## src/rtl/mem_access_ctrl.sv

```systemverilog
// Load/store sequencer: splits byte/halfword/word accesses into big-endian
// single-byte transactions on a byte-wide synchronous data memory.
module mem_access_ctrl #(
  parameter int ADDR_W = 32
) (
  input  logic              clk,
  input  logic              rst,
  input  logic              req_valid,
  output logic              req_ready,
  input  logic              req_write,
  input  logic [1:0]        req_size,
  input  logic              req_signed,
  input  logic [ADDR_W-1:0] req_addr,
  input  logic [31:0]       req_wdata,
  output logic              resp_valid,
  output logic [31:0]       resp_rdata,
  output logic              misaligned,
  output logic [ADDR_W-1:0] mem_address,
  output logic [31:0]       mem_writeData,
  output logic              MemRead,
  output logic              MemWrite,
  input  logic [31:0]       mem_readData
);

  typedef enum logic [1:0] {IDLE, XFER, DRAIN, RESP} state_t;

  state_t            state_reg, state_next;
  logic              write_reg, signed_reg, mis_reg;
  logic [1:0]        size_reg, idx_reg, last_reg;
  logic [ADDR_W-1:0] addr_reg;
  logic [31:0]       wdata_reg, acc_reg, rdata_reg;

  logic              refuse;
  logic              xfer;
  logic [1:0]        byte_sel;
  logic [7:0]        wr_byte;
  logic [31:0]       assembled;
  logic [31:0]       load_result;

  always_comb begin
    refuse = (req_size == 2'b11)
           | ((req_size == 2'b01) & req_addr[0])
           | ((req_size == 2'b10) & (|req_addr[1:0]));
  end

  always_ff @(posedge clk or posedge rst) begin
    if (rst) state_reg <= IDLE;
    else     state_reg <= state_next;
  end

  always_comb begin
    state_next = state_reg;
    case (state_reg)
      IDLE:    if (req_valid) state_next = refuse ? RESP : XFER;
      XFER:    if (idx_reg == last_reg) state_next = write_reg ? RESP : DRAIN;
      DRAIN:   state_next = RESP;
      RESP:    state_next = IDLE;
      default: state_next = IDLE;
    endcase
  end

  // Byte returned this cycle joins the accumulator at the low end.
  assign assembled = {acc_reg[23:0], mem_readData[7:0]};

  always_comb begin
    case (size_reg)
      2'b00:   load_result = {{24{assembled[7] & signed_reg}}, assembled[7:0]};
      2'b01:   load_result = {{16{assembled[15] & signed_reg}}, assembled[15:0]};
      default: load_result = assembled;
    endcase
  end

  always_ff @(posedge clk or posedge rst) begin
    if (rst) begin
      write_reg  <= 1'b0;
      signed_reg <= 1'b0;
      mis_reg    <= 1'b0;
      size_reg   <= 2'b00;
      idx_reg    <= 2'b00;
      last_reg   <= 2'b00;
      addr_reg   <= '0;
      wdata_reg  <= '0;
      acc_reg    <= '0;
      rdata_reg  <= '0;
    end else begin
      case (state_reg)
        IDLE: if (req_valid) begin
          write_reg  <= req_write;
          signed_reg <= req_signed;
          size_reg   <= req_size;
          addr_reg   <= req_addr;
          wdata_reg  <= req_wdata;
          idx_reg    <= 2'b00;
          last_reg   <= (req_size == 2'b00) ? 2'd0 : (req_size == 2'b01) ? 2'd1 : 2'd3;
          acc_reg    <= '0;
          mis_reg    <= refuse;
          if (refuse) rdata_reg <= '0;
        end
        XFER: begin
          idx_reg <= idx_reg + 2'd1;
          // Issue k's data arrives during issue k+1, so skip the first cycle.
          if (!write_reg && (idx_reg != 2'd0)) acc_reg <= assembled;
          if (write_reg && (idx_reg == last_reg)) rdata_reg <= '0;
        end
        DRAIN: rdata_reg <= load_result;
        default: ;
      endcase
    end
  end

  assign xfer       = (state_reg == XFER);
  assign req_ready  = (state_reg == IDLE);
  assign resp_valid = (state_reg == RESP);
  assign misaligned = resp_valid & mis_reg;
  assign resp_rdata = rdata_reg;
  assign MemRead    = xfer & ~write_reg;
  assign MemWrite   = xfer & write_reg;

  assign mem_address = xfer ? (addr_reg + ADDR_W'(idx_reg)) : '0;

  // Most significant byte goes out first (lowest address).
  assign byte_sel = last_reg - idx_reg;

  always_comb begin
    case (byte_sel)
      2'd0:    wr_byte = wdata_reg[7:0];
      2'd1:    wr_byte = wdata_reg[15:8];
      2'd2:    wr_byte = wdata_reg[23:16];
      default: wr_byte = wdata_reg[31:24];
    endcase
  end

  assign mem_writeData = MemWrite ? {24'h0, wr_byte} : 32'h0;

endmodule
```

## config.mk

```make
export PLATFORM = sky130hd
export DESIGN_NAME = mem_access_ctrl
export DESIGN_NICKNAME = d
export VERILOG_FILES = /design/src/rtl/mem_access_ctrl.sv
export SDC_FILE = /design/constraint.sdc
export NUM_CORES = 1
export LEC_CHECK = 0
export CORE_MARGIN = 3
export CORE_UTILIZATION = 40
export CTS_CLUSTER_DIAMETER = 200
export CTS_CLUSTER_SIZE = 20
export DETAILED_ROUTE_END_ITERATION = 8
export PLACE_DENSITY = 0.79
export SETUP_SLACK_MARGIN = 0.1
export SLEW_MARGIN = 5
export SYNTH_ARGS = -nofsm -noshare
export SYNTH_HDL_FRONTEND = slang
export SYNTH_SLANG_ARGS = --single-unit
```

## constraint.sdc

```tcl
create_clock -name clk -period 5.1 [get_ports clk]
set_input_delay 1.02 -clock clk [delete_from_list [all_inputs] [get_ports clk]]
set_output_delay 1.02 -clock clk [all_outputs]
set_load 0.02 [all_outputs]
```

* Word level (Yosys, flattened, before mapping)
Cells that the tools add are included.
Widths: inputs -> output; s select.
** Cells by class
- Add/sub/neg operators :: 3
- Equality and inequality tests :: 15
- Mux-type cells :: 20
- Bitwise operators :: 10
- Reduce and logical (&&, ||, !) cells :: 16
** Operators with widths (count)
- $mux 32 :: 4
- $pmux 32 s3 :: 1
- $pmux 32 s2 :: 1
- $mux 24 :: 2
- $pmux 24 s2 :: 1
- $add 32x2->32 :: 1
- $pmux 8 s3 :: 1
- $mux 2 :: 6
- $eq 2x2->1 const B :: 5
- $eq 2x1->1 const B :: 4
- $logic_not 2->1 :: 4
- $mux 8 :: 1
- $ne 2x1->1 const B :: 4
- $pmux 2 s4 :: 1
- $and 1x1->1 :: 7
- $reduce_and 2->1 :: 3
- $pmux 2 s2 :: 1
- $reduce_and 4->1 :: 1
- $reduce_bool 2->1 :: 2
- $reduce_and 3->1 :: 1
- $reduce_bool 3->1 :: 1
- $add 2x1->2 const B :: 1
- $eq 2x2->1 :: 1
- $logic_and 1x1->1 :: 2
- 7 further kinds :: 8
** Storage, ports and cells
- Register bits :: 131
- Output and inout bits :: 101
- Logic and storage cells :: 75

* Logic depth before layout (Yosys ltp)
Gate-level depths: netlist (run 1).
- Word-level depth :: 7
- Mapped depth :: 10

* Worst setup path before layout (run 1)
No wires, ideal clock.
- Path kind :: register to output
- Start point :: register idx_reg[1]
- End point :: output mem_address[31]
- Data arrival time :: 1983 ps
- Data required time :: 4080 ps
- Setup slack :: 2097 ps
- Stages on the path, launching flop included :: 7
- Path through :: dfrtp_1 > ha_1 > a21oi_1 > nor4_1 > nand2_1 > or3_1 > a21boi_0
** On the way
- Word-level cells in the longest chain between the ends :: 2
** RTL lines
- start, declared :: RTL line 29 : logic [1:0] size_reg, idx_reg, last_reg;
- start signal, assigned :: RTL line 100 : idx_reg <= idx_reg + 2'd1;
- $add 32x2->32 :: RTL line 119 : assign mem_address = xfer ? (addr_reg + ADDR_W'(idx_reg)) : '0;
- $mux 32 :: RTL line 119
- end, declared :: RTL line 18 : output logic [ADDR_W-1:0] mem_address,
Every way passes these cells.

* Final worst setup path (run 1)
- Start point :: register idx_reg[0]
- End point :: output mem_address[30]
Same word-level chain as after synthesis.

==> impl_metrics.xml, run 1 <==
<?xml version="1.0" encoding="UTF-8"?>
<metrics>
  <group name="worst_setup_path">
    <metric name="endpoint" unit="">mem_address[30]</metric>
    <metric name="worst_path_largest_cell_delay" unit="ns">0.67</metric>
    <metric name="worst_setup_path_start" unit="">idx_reg[0]</metric>
    <metric name="crit_top_cell" unit="">nand4_1</metric>
    <metric name="crit_cells" unit="">8</metric>
    <metric name="worst-setup-path-type" unit="">reg -&gt; out</metric>
    <metric name="timing.critical_path.max_delay_family" unit="">simple AND/OR/NAND/NOR gates</metric>
    <metric name="ff2ff_path_depth" unit="">7</metric>
    <metric name="critPathSlowestCell" unit="">nor3_2</metric>
    <metric name="r2r_setup_slack" unit="ns">2.58</metric>
    <metric name="critPathLaunchType" unit="">flip-flop</metric>
    <metric name="crit_chain" unit="">ha_1, fa_1, nand4_1, nor3_2, nand4_1, xnor2_1, and2_1, clkdlybuf4s50_1</metric>
    <metric name="worst-endpoint-arrival" unit="ns">3.24</metric>
    <metric name="crit-reg2reg-capture" unit="">resp_rdata[28]</metric>
    <metric name="critical_path.max_fanout" unit="">10</metric>
    <metric name="rr_startpoint" unit="">state_reg[1]</metric>
    <metric name="critical_path_buf_inv_count" unit="">1</metric>
    <metric name="worst-endpoint-required" unit="ns">4.08</metric>
    <metric name="timing.critical_path.to_type" unit="">output pin</metric>
  </group>
  <group name="sta">
    <metric name="finalSetupViolCount" unit="">0</metric>
    <metric name="setup_tns" unit="ns">0</metric>
    <metric name="hold_viol_final" unit="">0</metric>
    <metric name="final_report_max_slew_violation_count" unit="">0</metric>
    <metric name="skew" unit="ns">0.006539</metric>
    <metric name="layout_worst_path_cycle_share" unit="%">83.58</metric>
    <metric name="max_clock_freq" unit="MHz">234.6</metric>
    <metric name="slew_of_the_pin_with_the_lowest_slew_margin" unit="ns">1.136</metric>
    <metric name="max-slew-margin-rel" unit="%">23.73</metric>
    <metric name="period_minus_ws_final" unit="ns">4.263</metric>
    <metric name="rsz0062_at_grt" unit="">false</metric>
  </group>
  <group name="grt">
    <metric name="grt_overflow" unit="">0</metric>
    <metric name="grt-busiest-layer" unit="">met2</metric>
    <metric name="antenna_found_initial" unit="">0</metric>
    <metric name="met1_usage_in_global_routing" unit="%">21.38</metric>
    <metric name="grt_first_pass_wirelength" unit="um">25920</metric>
    <metric name="grt_start_max_net_pins" unit="">75</metric>
    <metric name="global_route.usage.met2" unit="%">29.94</metric>
    <metric name="grt_use_total" unit="%">17.71</metric>
    <metric name="met3_routing_resource_usage_after_global_routing" unit="%">6.514</metric>
    <metric name="vias_in_the_first_global_route" unit="">5103</metric>
  </group>
  <group name="route">
    <metric name="dr_total_vias" unit="">4923</metric>
    <metric name="drc" unit="">0</metric>
    <metric name="via_per_inst" unit="">4.938</metric>
    <metric name="total_routed_length" unit="um">15810</metric>
    <metric name="route.detailed.wl_per_inst" unit="um">15.86</metric>
    <metric name="detailedRoute.firstIterationViolations" unit="">265</metric>
    <metric name="detail-route-antenna-nets" unit="">0</metric>
    <metric name="drt_first_pass_iters" unit="">4</metric>
  </group>
  <group name="yosys">
    <metric name="number_of_enable_type_register_cells_in_the_synthesized_netlist" unit="">0</metric>
    <metric name="synth_simple_gate_area_share" unit="%">11.76</metric>
    <metric name="ys_async_sr_fraction" unit="%">100.0</metric>
    <metric name="postSynthAreaPerCell" unit="sq um">10.93</metric>
    <metric name="synth_area" unit="sq um">6788</metric>
    <metric name="muxShareOfSynthArea" unit="%">20.31</metric>
    <metric name="postSynth.topFlopCell" unit="">dfrtp_1</metric>
    <metric name="synthXorXnorAreaFrac" unit="%">3.871</metric>
    <metric name="synth-seq-cells" unit="">131</metric>
    <metric name="netlist_instances" unit="">621</metric>
    <metric name="fraction_of_the_mapped_netlist_area_in_compound_gates" unit="%">6.728</metric>
    <metric name="synth_adder_area_share" unit="%">1.770</metric>
    <metric name="post_synth_num_cell_types" unit="">42</metric>
    <metric name="synth.yosys.seq_area_share" unit="%">48.29</metric>
    <metric name="dominant_combinational_cell_family_by_area_after_synthesis" unit="">multiplexers</metric>
    <metric name="yosys_warnings" unit="">0</metric>
  </group>
  <group name="clocking">
    <metric name="cts_resized" unit="">0</metric>
    <metric name="ctsHtreeMaxLevel" unit="">4</metric>
    <metric name="cts_num_sinks" unit="">131</metric>
    <metric name="clockRootBuffer" unit="">clkbuf_16</metric>
    <metric name="cts_buffer_depth" unit="">2</metric>
    <metric name="post_cts_hold_buffer_count" unit="">0</metric>
    <metric name="clk_latency" unit="ns">0.41</metric>
    <metric name="cts_inserted_buffers" unit="">17</metric>
    <metric name="tritoncts" unit="">done</metric>
    <metric name="cts_post_setup_buffers_inserted" unit="">0</metric>
    <metric name="clk_pin_slew" unit="ns">0.06</metric>
  </group>
  <group name="cells_and_area">
    <metric name="finish.net_count" unit="">880</metric>
    <metric name="area.growth.synth_to_final" unit="%">33.25</metric>
    <metric name="stdcell_count" unit="">997</metric>
    <metric name="final_util" unit="%">55.73</metric>
    <metric name="post_route_cells_drive_above_1_share" unit="%">18.18</metric>
    <metric name="layout.filler_cells" unit="">1412</metric>
    <metric name="num_antenna_cells" unit="">0</metric>
  </group>
  <group name="power_and_ir_drop">
    <metric name="p_leak" unit="nW">3.884</metric>
    <metric name="power.density" unit="nW/um^2">627.7</metric>
    <metric name="peak_ir_drop_on_the_vdd_network" unit="mV">0.3571</metric>
  </group>
  <group name="die">
    <metric name="core-area" unit="sq um">16230</metric>
    <metric name="die_width" unit="um">136.3</metric>
    <metric name="chipHeight" unit="um">136.3</metric>
    <metric name="die_area" unit="sq um">18570</metric>
    <metric name="floorplan.initialDensity" unit="%">41.82</metric>
    <metric name="top_level_ports" unit="">204</metric>
    <metric name="fp-row-count" unit="">46</metric>
  </group>
  <group name="placed_design">
    <metric name="place_congestion" unit="">0.7841</metric>
    <metric name="post-place-cells" unit="">965</metric>
    <metric name="io_buffer_count" unit="">155</metric>
    <metric name="dpl.hpwl" unit="um">10820</metric>
  </group>
  <group name="run_status">
    <metric name="run_status" unit="">complete, no violations</metric>
  </group>
  <group name="min_path">
    <metric name="hp-class" unit="">reg -&gt; reg</metric>
  </group>
  <group name="run">
    <metric name="maxCapViolCount" unit="">0</metric>
  </group>
</metrics>
==> through the flow <==
stage          instance area (sq um)  hold WS, ns  worst slack, ns  total power (W)
2_1_floorplan                   6874       0.4498           0.5823         0.003661
5_1_grt                         9045       0.5056           0.6163         0.006062
4_1_cts                         9045       0.4832           0.8245         0.005740
6_report                        9045       0.4754           0.8373         0.005677
3_3_place_gp                    8412       0.4636            1.325         0.004320
3_5_place_dp                    8412       0.4709            1.274         0.004405
==> cell type report <==
type,count,area (sq um),area share (%)
clock buffers,17,425.4,4.703
clock inverters,15,207.7,2.296
inverters,33,128.9,1.425
multi-input cells,423,3131,34.61
flip-flops and latches,131,3278,36.24
well taps,216,270.3,2.988
repair buffers,162,1604,17.73
==> where the power goes <==
| group | switching [W] | internal, W | total [W] |
|---|---|---|---|
| clock network | 0.000481 | 0.000823 | 0.00130 |
| logic | 0.00126 | 0.00127 | 0.00253 |
| registers | 0.000373 | 0.00147 | 0.00184 |
| total | 0.00211 | 0.00356 | 0.00568 |
==> synthesized netlist by cell type (2+ instances only) <==
master	number	area share, %
dfrtp_1	131	48
nand2_1	78	4.3
mux2_2	70	12
o21ai_0	37	2.7
inv_1	33	1.8
and2_1	31	2.9
mux2i_1	26	3.8
buf_4	25	2.8
clkbuf_1	23	1.3
mux2_4	22	4.9
xnor2_1	22	2.8
a21oi_1	18	1.3
nand3_1	16	1.2
a21boi_0	10	1.1
nand4_1	9	0.83
ha_1	8	1.5
o22ai_1	8	0.74
xor2_1	8	1.0
buf_2	5	0.37
nor2_1	5	0.28
nor2b_1	5	0.46
nor3_1	3	0.22
nor4_1	3	0.28
and3_1	2	0.18
and4_1	2	0.26
buf_12	2	0.59
nand2b_1	2	0.18
o31ai_1	2	0.22
or3_1	2	0.18
==> worst min-delay path, cell delays in order, from the launching register on <==
cell	delay, ns
dfrtp_1	0.34
nand2_1	0.04
o21ai_0	0.06
==> how the worst min path moves through the flow <==
stage | from | end | slack, ns | depth (start not counted)
2_1_floorplan | acc_reg[16] | acc_reg[16] | 0.45 | 2
3_3_place_gp | acc_reg[18] | acc_reg[18] | 0.46 | 2
3_5_place_dp | acc_reg[19] | acc_reg[19] | 0.47 | 2
4_1_cts | acc_reg[19] | acc_reg[19] | 0.48 | 2
5_1_grt | acc_reg[17] | acc_reg[17] | 0.51 | 2
6_report | acc_reg[19] | acc_reg[19] | 0.48 | 2
==> metal layers <==
layer / share of wire (%) / vias up
met5: 0 / -
met4: 0.87 / 0
met3: 7.3 / 15
met2: 50 / 150
met1: 42 / 2409
li1: - / 2349
==> cells by family after synthesis <==
logic type / count (synthesis)
AOI/OAI and AO/OA: 80
xor gates and xnor gates: 30
adders and majority gates: 9
buffers and inverters: 90
DFF: 131
muxes: 118
other: 1
and+or+nand+nor: 162
==> placed cells by master, fill, tap and decap left out, types with 2 or more instances in the layout <==
cell / n
clkdlybuf4s50_1: 155
dfrtp_1: 131
nand2_1: 77
mux2_2: 70
o21ai_0: 37
inv_1: 32
and2_1: 31
mux2i_1: 26
conb_1: 24
mux2_4: 22
xnor2_1: 21
a21oi_1: 18
clkbuf_16: 17
nand3_1: 16
a21boi_0: 10
nand4_1: 9
xor2_1: 8
o22ai_1: 8
ha_1: 7
buf_4: 7
nor2b_1: 5
nor2_1: 5
clkinv_4: 4
bufinv_16: 4
nor3_1: 3
clkinvlp_4: 3
o31ai_1: 2
nand2b_1: 2
nor4_1: 2
and3_1: 2
and4_1: 2
or3_1: 2
inv_6: 2
clkinv_2: 2
Power figures use the tool's default switching activity.
==> run 2, diff against run 1 <==
==> constraint.sdc (replaced) <==
create_clock -name clk -period 4.2 [get_ports clk]
set_input_delay 0.84 -clock clk [delete_from_list [all_inputs] [get_ports clk]]
set_output_delay 0.84 -clock clk [all_outputs]
set_load 0.02 [all_outputs]
==> run 2 against run 1 <==
Die area did not move. Combinational power rose by 22%. Critical endpoint is now mem_address[31]. Sequential power rose by 22%.
==> impl_metrics.xml, run 2 (same netlist as run 1, synthesis figures left out) <==
<?xml version="1.0" encoding="UTF-8"?>
<metrics>
  <group name="die">
    <metric name="die_area" unit="sq um">18570</metric>
    <metric name="core-area" unit="sq um">16230</metric>
    <metric name="chipHeight" unit="um">136.3</metric>
    <metric name="top_level_ports" unit="">204</metric>
    <metric name="fp-row-count" unit="">46</metric>
    <metric name="die_width" unit="um">136.3</metric>
    <metric name="floorplan.initialDensity" unit="%">41.82</metric>
  </group>
  <group name="cells_and_area">
    <metric name="area.growth.synth_to_final" unit="%">32.96</metric>
    <metric name="finish.net_count" unit="">882</metric>
    <metric name="num_antenna_cells" unit="">0</metric>
    <metric name="layout.cells.most_common" unit="">clkdlybuf4s50_1</metric>
    <metric name="most-common-layout-cells" unit="">clkdlybuf4s50_1, dfrtp_1, nand2_1, mux2_2, o21ai_0</metric>
    <metric name="post_route_cells_drive_above_1_share" unit="%">18.52</metric>
  </group>
  <group name="placed_design">
    <metric name="place_congestion" unit="">0.7629</metric>
    <metric name="io_buffer_count" unit="">155</metric>
    <metric name="dpl.hpwl" unit="um">10700</metric>
    <metric name="preCtsSetupSlack" unit="ns">0.7966</metric>
  </group>
  <group name="min_path">
    <metric name="hold_path_end" unit="">acc_reg[21]</metric>
    <metric name="hp-class" unit="">reg -&gt; reg</metric>
    <metric name="timing.hold.worst_path_depth" unit="">2</metric>
    <metric name="min_from" unit="">acc_reg[21]</metric>
  </group>
  <group name="clocking">
    <metric name="cts_inserted_buffers" unit="">17</metric>
    <metric name="cts_buffer_depth" unit="">2</metric>
    <metric name="cts_num_sinks" unit="">131</metric>
    <metric name="post_cts_hold_buffer_count" unit="">0</metric>
    <metric name="clk_latency" unit="ns">0.42</metric>
    <metric name="cts_resized" unit="">0</metric>
    <metric name="tritoncts" unit="">done</metric>
    <metric name="cts_post_setup_buffers_inserted" unit="">0</metric>
    <metric name="clockRootBuffer" unit="">clkbuf_16</metric>
    <metric name="ctsHtreeMaxLevel" unit="">4</metric>
    <metric name="clk_pin_slew" unit="ns">0.06</metric>
  </group>
  <group name="sta">
    <metric name="slew_of_the_pin_with_the_lowest_slew_margin" unit="ns">0.9667</metric>
    <metric name="period_minus_ws_final" unit="ns">3.812</metric>
    <metric name="skew" unit="ns">0.009366</metric>
    <metric name="layout_worst_path_cycle_share" unit="%">90.75</metric>
    <metric name="final_report_max_slew_violation_count" unit="">0</metric>
    <metric name="fin_worst_setup_slack" unit="ns">0.3885</metric>
    <metric name="max-slew-margin-rel" unit="%">35.55</metric>
    <metric name="setup_tns" unit="ns">0</metric>
    <metric name="max_clock_freq" unit="MHz">262.4</metric>
    <metric name="hold_viol_final" unit="">0</metric>
    <metric name="finalSetupViolCount" unit="">0</metric>
    <metric name="rsz0062_at_grt" unit="">false</metric>
  </group>
  <group name="route">
    <metric name="dr_total_vias" unit="">4919</metric>
    <metric name="drt_first_pass_iters" unit="">4</metric>
    <metric name="via_per_inst" unit="">4.924</metric>
    <metric name="detailedRoute.firstIterationViolations" unit="">246</metric>
    <metric name="route.detailed.wl_per_inst" unit="um">15.66</metric>
    <metric name="total_routed_length" unit="um">15640</metric>
    <metric name="detail-route-antenna-nets" unit="">0</metric>
    <metric name="drc" unit="">0</metric>
  </group>
  <group name="worst_setup_path">
    <metric name="worst-setup-path-type" unit="">reg -&gt; out</metric>
    <metric name="crit-reg2reg-capture" unit="">resp_rdata[13]</metric>
    <metric name="timing.critical_path.to_type" unit="">output pin</metric>
    <metric name="worst-endpoint-required" unit="ns">3.36</metric>
    <metric name="worst_path_largest_cell_delay" unit="ns">0.66</metric>
    <metric name="crit_chain" unit="">ha_1, a21oi_1, nor4_2, buf_4, nand2_1, or3_1, a21boi_0, clkdlybuf4s50_1</metric>
    <metric name="r2r_setup_slack" unit="ns">1.69</metric>
    <metric name="critical_path_buf_inv_count" unit="">2</metric>
    <metric name="ff2ff_path_depth" unit="">7</metric>
    <metric name="worst-endpoint-arrival" unit="ns">2.97</metric>
    <metric name="timing.critical_path.max_delay_family" unit="">buffers and inverters</metric>
    <metric name="critical_path.max_fanout" unit="">11</metric>
    <metric name="critPathLaunchType" unit="">flip-flop</metric>
    <metric name="rr_startpoint" unit="">state_reg[1]</metric>
    <metric name="critPathSlowestCell" unit="">clkdlybuf4s50_1</metric>
  </group>
  <group name="grt">
    <metric name="grt_first_pass_wirelength" unit="um">25710</metric>
    <metric name="grt_use_total" unit="%">17.57</metric>
    <metric name="grt_overflow" unit="">0</metric>
    <metric name="grt_start_max_net_pins" unit="">82</metric>
    <metric name="vias_in_the_first_global_route" unit="">5076</metric>
    <metric name="antenna_found_initial" unit="">0</metric>
  </group>
  <group name="power_and_ir_drop">
    <metric name="power.density" unit="nW/um^2">750.6</metric>
    <metric name="peak_ir_drop_on_the_vdd_network" unit="mV">0.4651</metric>
    <metric name="p_leak" unit="nW">3.865</metric>
  </group>
  <group name="run">
    <metric name="maxCapViolCount" unit="">0</metric>
  </group>
  <group name="run_status">
    <metric name="run_status" unit="">complete, no violations</metric>
  </group>
</metrics>
==> run 2: cell types whose count changed in the layout (fill, tap and decap cells not counted), sizes merged <==
cell / delta
inv: +4
buf: +2
bufinv: -3
clkbuf: +1
clkinv: -4
clkinvlp: +2
==> run 2: cell type report <==
class / instances / area [sq um]
Clock buffer: 18 / 439.2
Clock inverter: 14 / 141.4
Fill cell: 1409 / 7206
Inverter: 33 / 127.6
Multi-Input combinational cell: 423 / 3137
Sequential cell: 131 / 3278
Tap cell: 216 / 270.3
Timing Repair Buffer: 164 / 1632
==> run 2: how the worst max path moves through the flow <==
| stage | from | to | slack, ns | cells past startpoint |
|---|---|---|---|---|
| 2_1_floorplan | idx_reg[1] | mem_address[31] | 1.38 | 6 |
| 3_3_place_gp | idx_reg[1] | mem_address[31] | 0.84 | 8 |
| 3_5_place_dp | idx_reg[1] | mem_address[31] | 0.80 | 8 |
| 4_1_cts | idx_reg[1] | mem_address[31] | 0.34 | 8 |
| 5_1_grt | idx_reg[1] | mem_address[31] | 0.10 | 8 |
| 6_report | idx_reg[1] | mem_address[31] | 0.39 | 8 |
==> run 2: routing by layer <==
layer  routed length (um)  track usage, %  part of all wire, %  up-vias
met5                    0               0                    0        -
met4                  191           5.375                  1.2        0
met3                 1213           6.773                  7.8       16
met2                 7547           28.21                   48      144
met1                 6689           21.98                   43     2404
li1                     -               -                    -     2355
==> run 2: where the power goes <==
group,internal [W],switching [W]
Combinational,0.00155,0.00153
Sequential,0.00178,0.000456
Clock,0.000846,0.000608
Total,0.00418,0.00260
==> run 2: metrics by stage <==
| step | area (sq um) | hold WS (ns) | cells | util (%) | power [W] |
|---|---|---|---|---|---|
| after floorplan | 6878 | 0.4498 | 644 | - | 0.004445 |
| after global placement | 8444 | 0.4646 | 967 | 52.03 | 0.005259 |
| after detailed placement | 8444 | 0.4747 | 967 | 52.03 | 0.005359 |
| after CTS | 9025 | 0.4876 | 999 | 55.60 | 0.006840 |
| after global routing | 9025 | 0.5208 | 999 | 55.60 | 0.007224 |
| final | 9025 | 0.4839 | 999 | 55.60 | 0.006774 |
==> run 2: worst register-to-register path, cell delays in order, from the launching register on <==
cell and delay, ns:
dfrtp_1 0.41, inv_1 0.08, ha_2 0.18, buf_4 0.30, o21ai_2 0.14, nand2_2 0.10
or4_4 0.78, mux2_4 0.42
==> run 3, diff against run 2 <==
--- a/config.mk
+++ b/config.mk
@@ -10,7 +10,7 @@
 export CTS_CLUSTER_DIAMETER = 200
 export CTS_CLUSTER_SIZE = 20
 export DETAILED_ROUTE_END_ITERATION = 8
-export PLACE_DENSITY = 0.79
+export PLACE_DENSITY = 0.68
 export SETUP_SLACK_MARGIN = 0.1
 export SLEW_MARGIN = 5
 export SYNTH_ARGS = -nofsm -noshare
==> run 3 against run 2 <==
Clock-buffer cell count grew 2. Largest power group unchanged. Core utilization decreased by 0.092 points. Clock power barely moved. Combinational power barely moved. Total power fell by 0.11%. Global-route usage fell by 0.34 points. Non-clock buffer count fell by 3. Critical path type unchanged. Critical endpoint unchanged. Maximum frequency shrank 2.3%.
==> impl_metrics.xml, run 3 (same netlist as run 1, synthesis figures left out) <==
<?xml version="1.0" encoding="UTF-8"?>
<metrics>
  <group name="min_path">
    <metric name="timing.hold.worst_path_depth" unit="">2</metric>
    <metric name="min_from" unit="">acc_reg[23]</metric>
    <metric name="hp-class" unit="">reg -&gt; reg</metric>
  </group>
  <group name="die">
    <metric name="chipHeight" unit="um">136.3</metric>
    <metric name="core-area" unit="sq um">16230</metric>
    <metric name="top_level_ports" unit="">204</metric>
    <metric name="die_area" unit="sq um">18570</metric>
    <metric name="die_width" unit="um">136.3</metric>
    <metric name="floorplan.initialDensity" unit="%">41.82</metric>
    <metric name="fp-row-count" unit="">46</metric>
  </group>
  <group name="route">
    <metric name="total_routed_length" unit="um">15480</metric>
    <metric name="dr_total_vias" unit="">4856</metric>
    <metric name="route.detailed.wl_per_inst" unit="um">15.54</metric>
    <metric name="drt_first_pass_iters" unit="">4</metric>
    <metric name="detailedRoute.firstIterationViolations" unit="">224</metric>
    <metric name="detail-route-antenna-nets" unit="">0</metric>
    <metric name="via_per_inst" unit="">4.876</metric>
    <metric name="drc" unit="">0</metric>
  </group>
  <group name="clocking">
    <metric name="ctsHtreeMaxLevel" unit="">4</metric>
    <metric name="clockRootBuffer" unit="">clkbuf_16</metric>
    <metric name="post_cts_hold_buffer_count" unit="">0</metric>
    <metric name="cts_post_setup_buffers_inserted" unit="">0</metric>
    <metric name="clk_latency" unit="ns">0.42</metric>
    <metric name="cts_inserted_buffers" unit="">17</metric>
    <metric name="cts_num_sinks" unit="">131</metric>
    <metric name="tritoncts" unit="">done</metric>
    <metric name="clk_pin_slew" unit="ns">0.05</metric>
    <metric name="cts_resized" unit="">1</metric>
    <metric name="cts_buffer_depth" unit="">2</metric>
  </group>
  <group name="cells_and_area">
    <metric name="multi_input_logic_area" unit="sq um">3137</metric>
    <metric name="layout.filler_cells" unit="">1403</metric>
    <metric name="most-common-layout-cells" unit="">clkdlybuf4s50_1, dfrtp_1, nand2_1, mux2_2, o21ai_0</metric>
    <metric name="num_antenna_cells" unit="">0</metric>
    <metric name="layout.cells.most_common" unit="">clkdlybuf4s50_1</metric>
    <metric name="post_route_cells_drive_above_1_share" unit="%">17.95</metric>
    <metric name="area.growth.synth_to_final" unit="%">32.74</metric>
    <metric name="finish.net_count" unit="">879</metric>
    <metric name="final-seq-area" unit="sq um">3278</metric>
    <metric name="stdcell_count" unit="">996</metric>
  </group>
  <group name="power_and_ir_drop">
    <metric name="power.sequential.fraction" unit="%">32.9</metric>
    <metric name="internal_power" unit="W">0.004236</metric>
    <metric name="p_leak" unit="nW">3.868</metric>
    <metric name="peak_ir_drop_on_the_vdd_network" unit="mV">0.4104</metric>
    <metric name="net-switching-power" unit="W">0.002531</metric>
    <metric name="p_clk_share" unit="%">21.5</metric>
    <metric name="p_comb_share" unit="%">45.5</metric>
    <metric name="netSwitchingFraction" unit="%">37.41</metric>
    <metric name="power.density" unit="nW/um^2">751.0</metric>
    <metric name="power.total" unit="W">0.006767</metric>
  </group>
  <group name="worst_setup_path">
    <metric name="critical_path.max_fanout" unit="">11</metric>
    <metric name="worst_setup_path_start" unit="">idx_reg[1]</metric>
    <metric name="rr_startpoint" unit="">state_reg[1]</metric>
    <metric name="worst-endpoint-required" unit="ns">3.36</metric>
    <metric name="ff2ff_path_depth" unit="">6</metric>
    <metric name="crit_chain" unit="">ha_1, a21oi_1, nor4_2, buf_4, nand2_1, or3_1, a21boi_0, clkdlybuf4s50_1</metric>
    <metric name="critPathSlowestCell" unit="">clkdlybuf4s50_1</metric>
    <metric name="critPathLaunchType" unit="">flip-flop</metric>
    <metric name="worst-setup-path-type" unit="">reg -&gt; out</metric>
    <metric name="timing.critical_path.to_type" unit="">output pin</metric>
    <metric name="worst_path_largest_cell_delay" unit="ns">0.66</metric>
    <metric name="worst-endpoint-arrival" unit="ns">3.06</metric>
  </group>
  <group name="grt">
    <metric name="grt_start_max_net_pins" unit="">132</metric>
    <metric name="grt_overflow" unit="">0</metric>
    <metric name="grt_first_pass_wirelength" unit="um">25210</metric>
    <metric name="antenna_found_initial" unit="">1</metric>
    <metric name="grt_use_total" unit="%">17.23</metric>
    <metric name="vias_in_the_first_global_route" unit="">5053</metric>
  </group>
  <group name="run">
    <metric name="maxCapViolCount" unit="">0</metric>
  </group>
  <group name="sta">
    <metric name="slew_of_the_pin_with_the_lowest_slew_margin" unit="ns">1.095</metric>
    <metric name="final_report_max_slew_violation_count" unit="">0</metric>
    <metric name="hold_viol_final" unit="">0</metric>
    <metric name="rsz0062_at_grt" unit="">false</metric>
    <metric name="final.hold.worst_slack" unit="ns">0.4811</metric>
    <metric name="finalSetupViolCount" unit="">0</metric>
    <metric name="max-slew-margin-rel" unit="%">26.52</metric>
    <metric name="layout_worst_path_cycle_share" unit="%">92.84</metric>
    <metric name="setup_tns" unit="ns">0</metric>
    <metric name="max_clock_freq" unit="MHz">256.5</metric>
    <metric name="period_minus_ws_final" unit="ns">3.899</metric>
    <metric name="skew" unit="ns">0.01668</metric>
  </group>
  <group name="placed_design">
    <metric name="io_buffer_count" unit="">155</metric>
    <metric name="place_congestion" unit="">0.7882</metric>
    <metric name="post-place-cells" unit="">964</metric>
    <metric name="dpl.hpwl" unit="um">10620</metric>
  </group>
  <group name="run_status">
    <metric name="run_status" unit="">complete, no violations</metric>
  </group>
</metrics>
-- run 3: per-stage QoR --
stage          instance area [sq um]  utilization, %  setup WS, ns
2_1_floorplan                   6878               -         1.377
3_3_place_gp                    8416           51.85        0.5703
3_5_place_dp                    8416           51.85        0.5373
4_1_cts                         9010           55.51        0.2595
5_1_grt                         9010           55.51        0.1177
6_report                        9010           55.51        0.3006
-- run 3: path summary, 6_finish.rpt --
kind	end	slack [ns]
worst max-delay path	mem_address[31]	0.30
worst min-delay path	acc_reg[23]	0.48
worst max register to register	resp_rdata[31]	1.46
worst min register to register	acc_reg[23]	0.48
max in group asynchronous	wdata_reg[25]	2.70
min in group asynchronous	resp_rdata[6]	0.99
-- run 3: layout make-up --
class                   instances  area share, %
flip-flops and latches        131          36.38
clock buffers                  20          5.069
inverters                      33          1.416
well taps                     216          3.000
multi-input cells             423          34.81
clock inverters                12          1.458
repair buffers                161          17.86
-- run 3: per-layer routing --
metal | track usage (%) | vias up | wire length [um]
li1 | - | 2355 | -
met1 | 21.31 | 2343 | 6595
met4 | 5.207 | 2 | 157
met2 | 27.82 | 142 | 7526
met3 | 6.884 | 14 | 1184
met5 | 0 | - | 11
-- run 3: power groups by stage --
stage | logic, W | registers (W) | clock network, W
floorplan | 0.00225 | 0.00219 | 0
global placement | 0.00304 | 0.00221 | 0
detailed placement | 0.00310 | 0.00225 | 0
CTS | 0.00313 | 0.00223 | 0.00150
global route | 0.00334 | 0.00231 | 0.00155
finish | 0.00308 | 0.00223 | 0.00146
-- run 3: critical path, delay by kind of cell (launching register included) --
kind	cells	cell delay [ns]
buffers and inverters	2	0.91
AOI/OAI and AO/OA	2	0.30
and+or+nand+nor	3	0.68
adders and majority gates	1	0.31
DFF	1	0.45
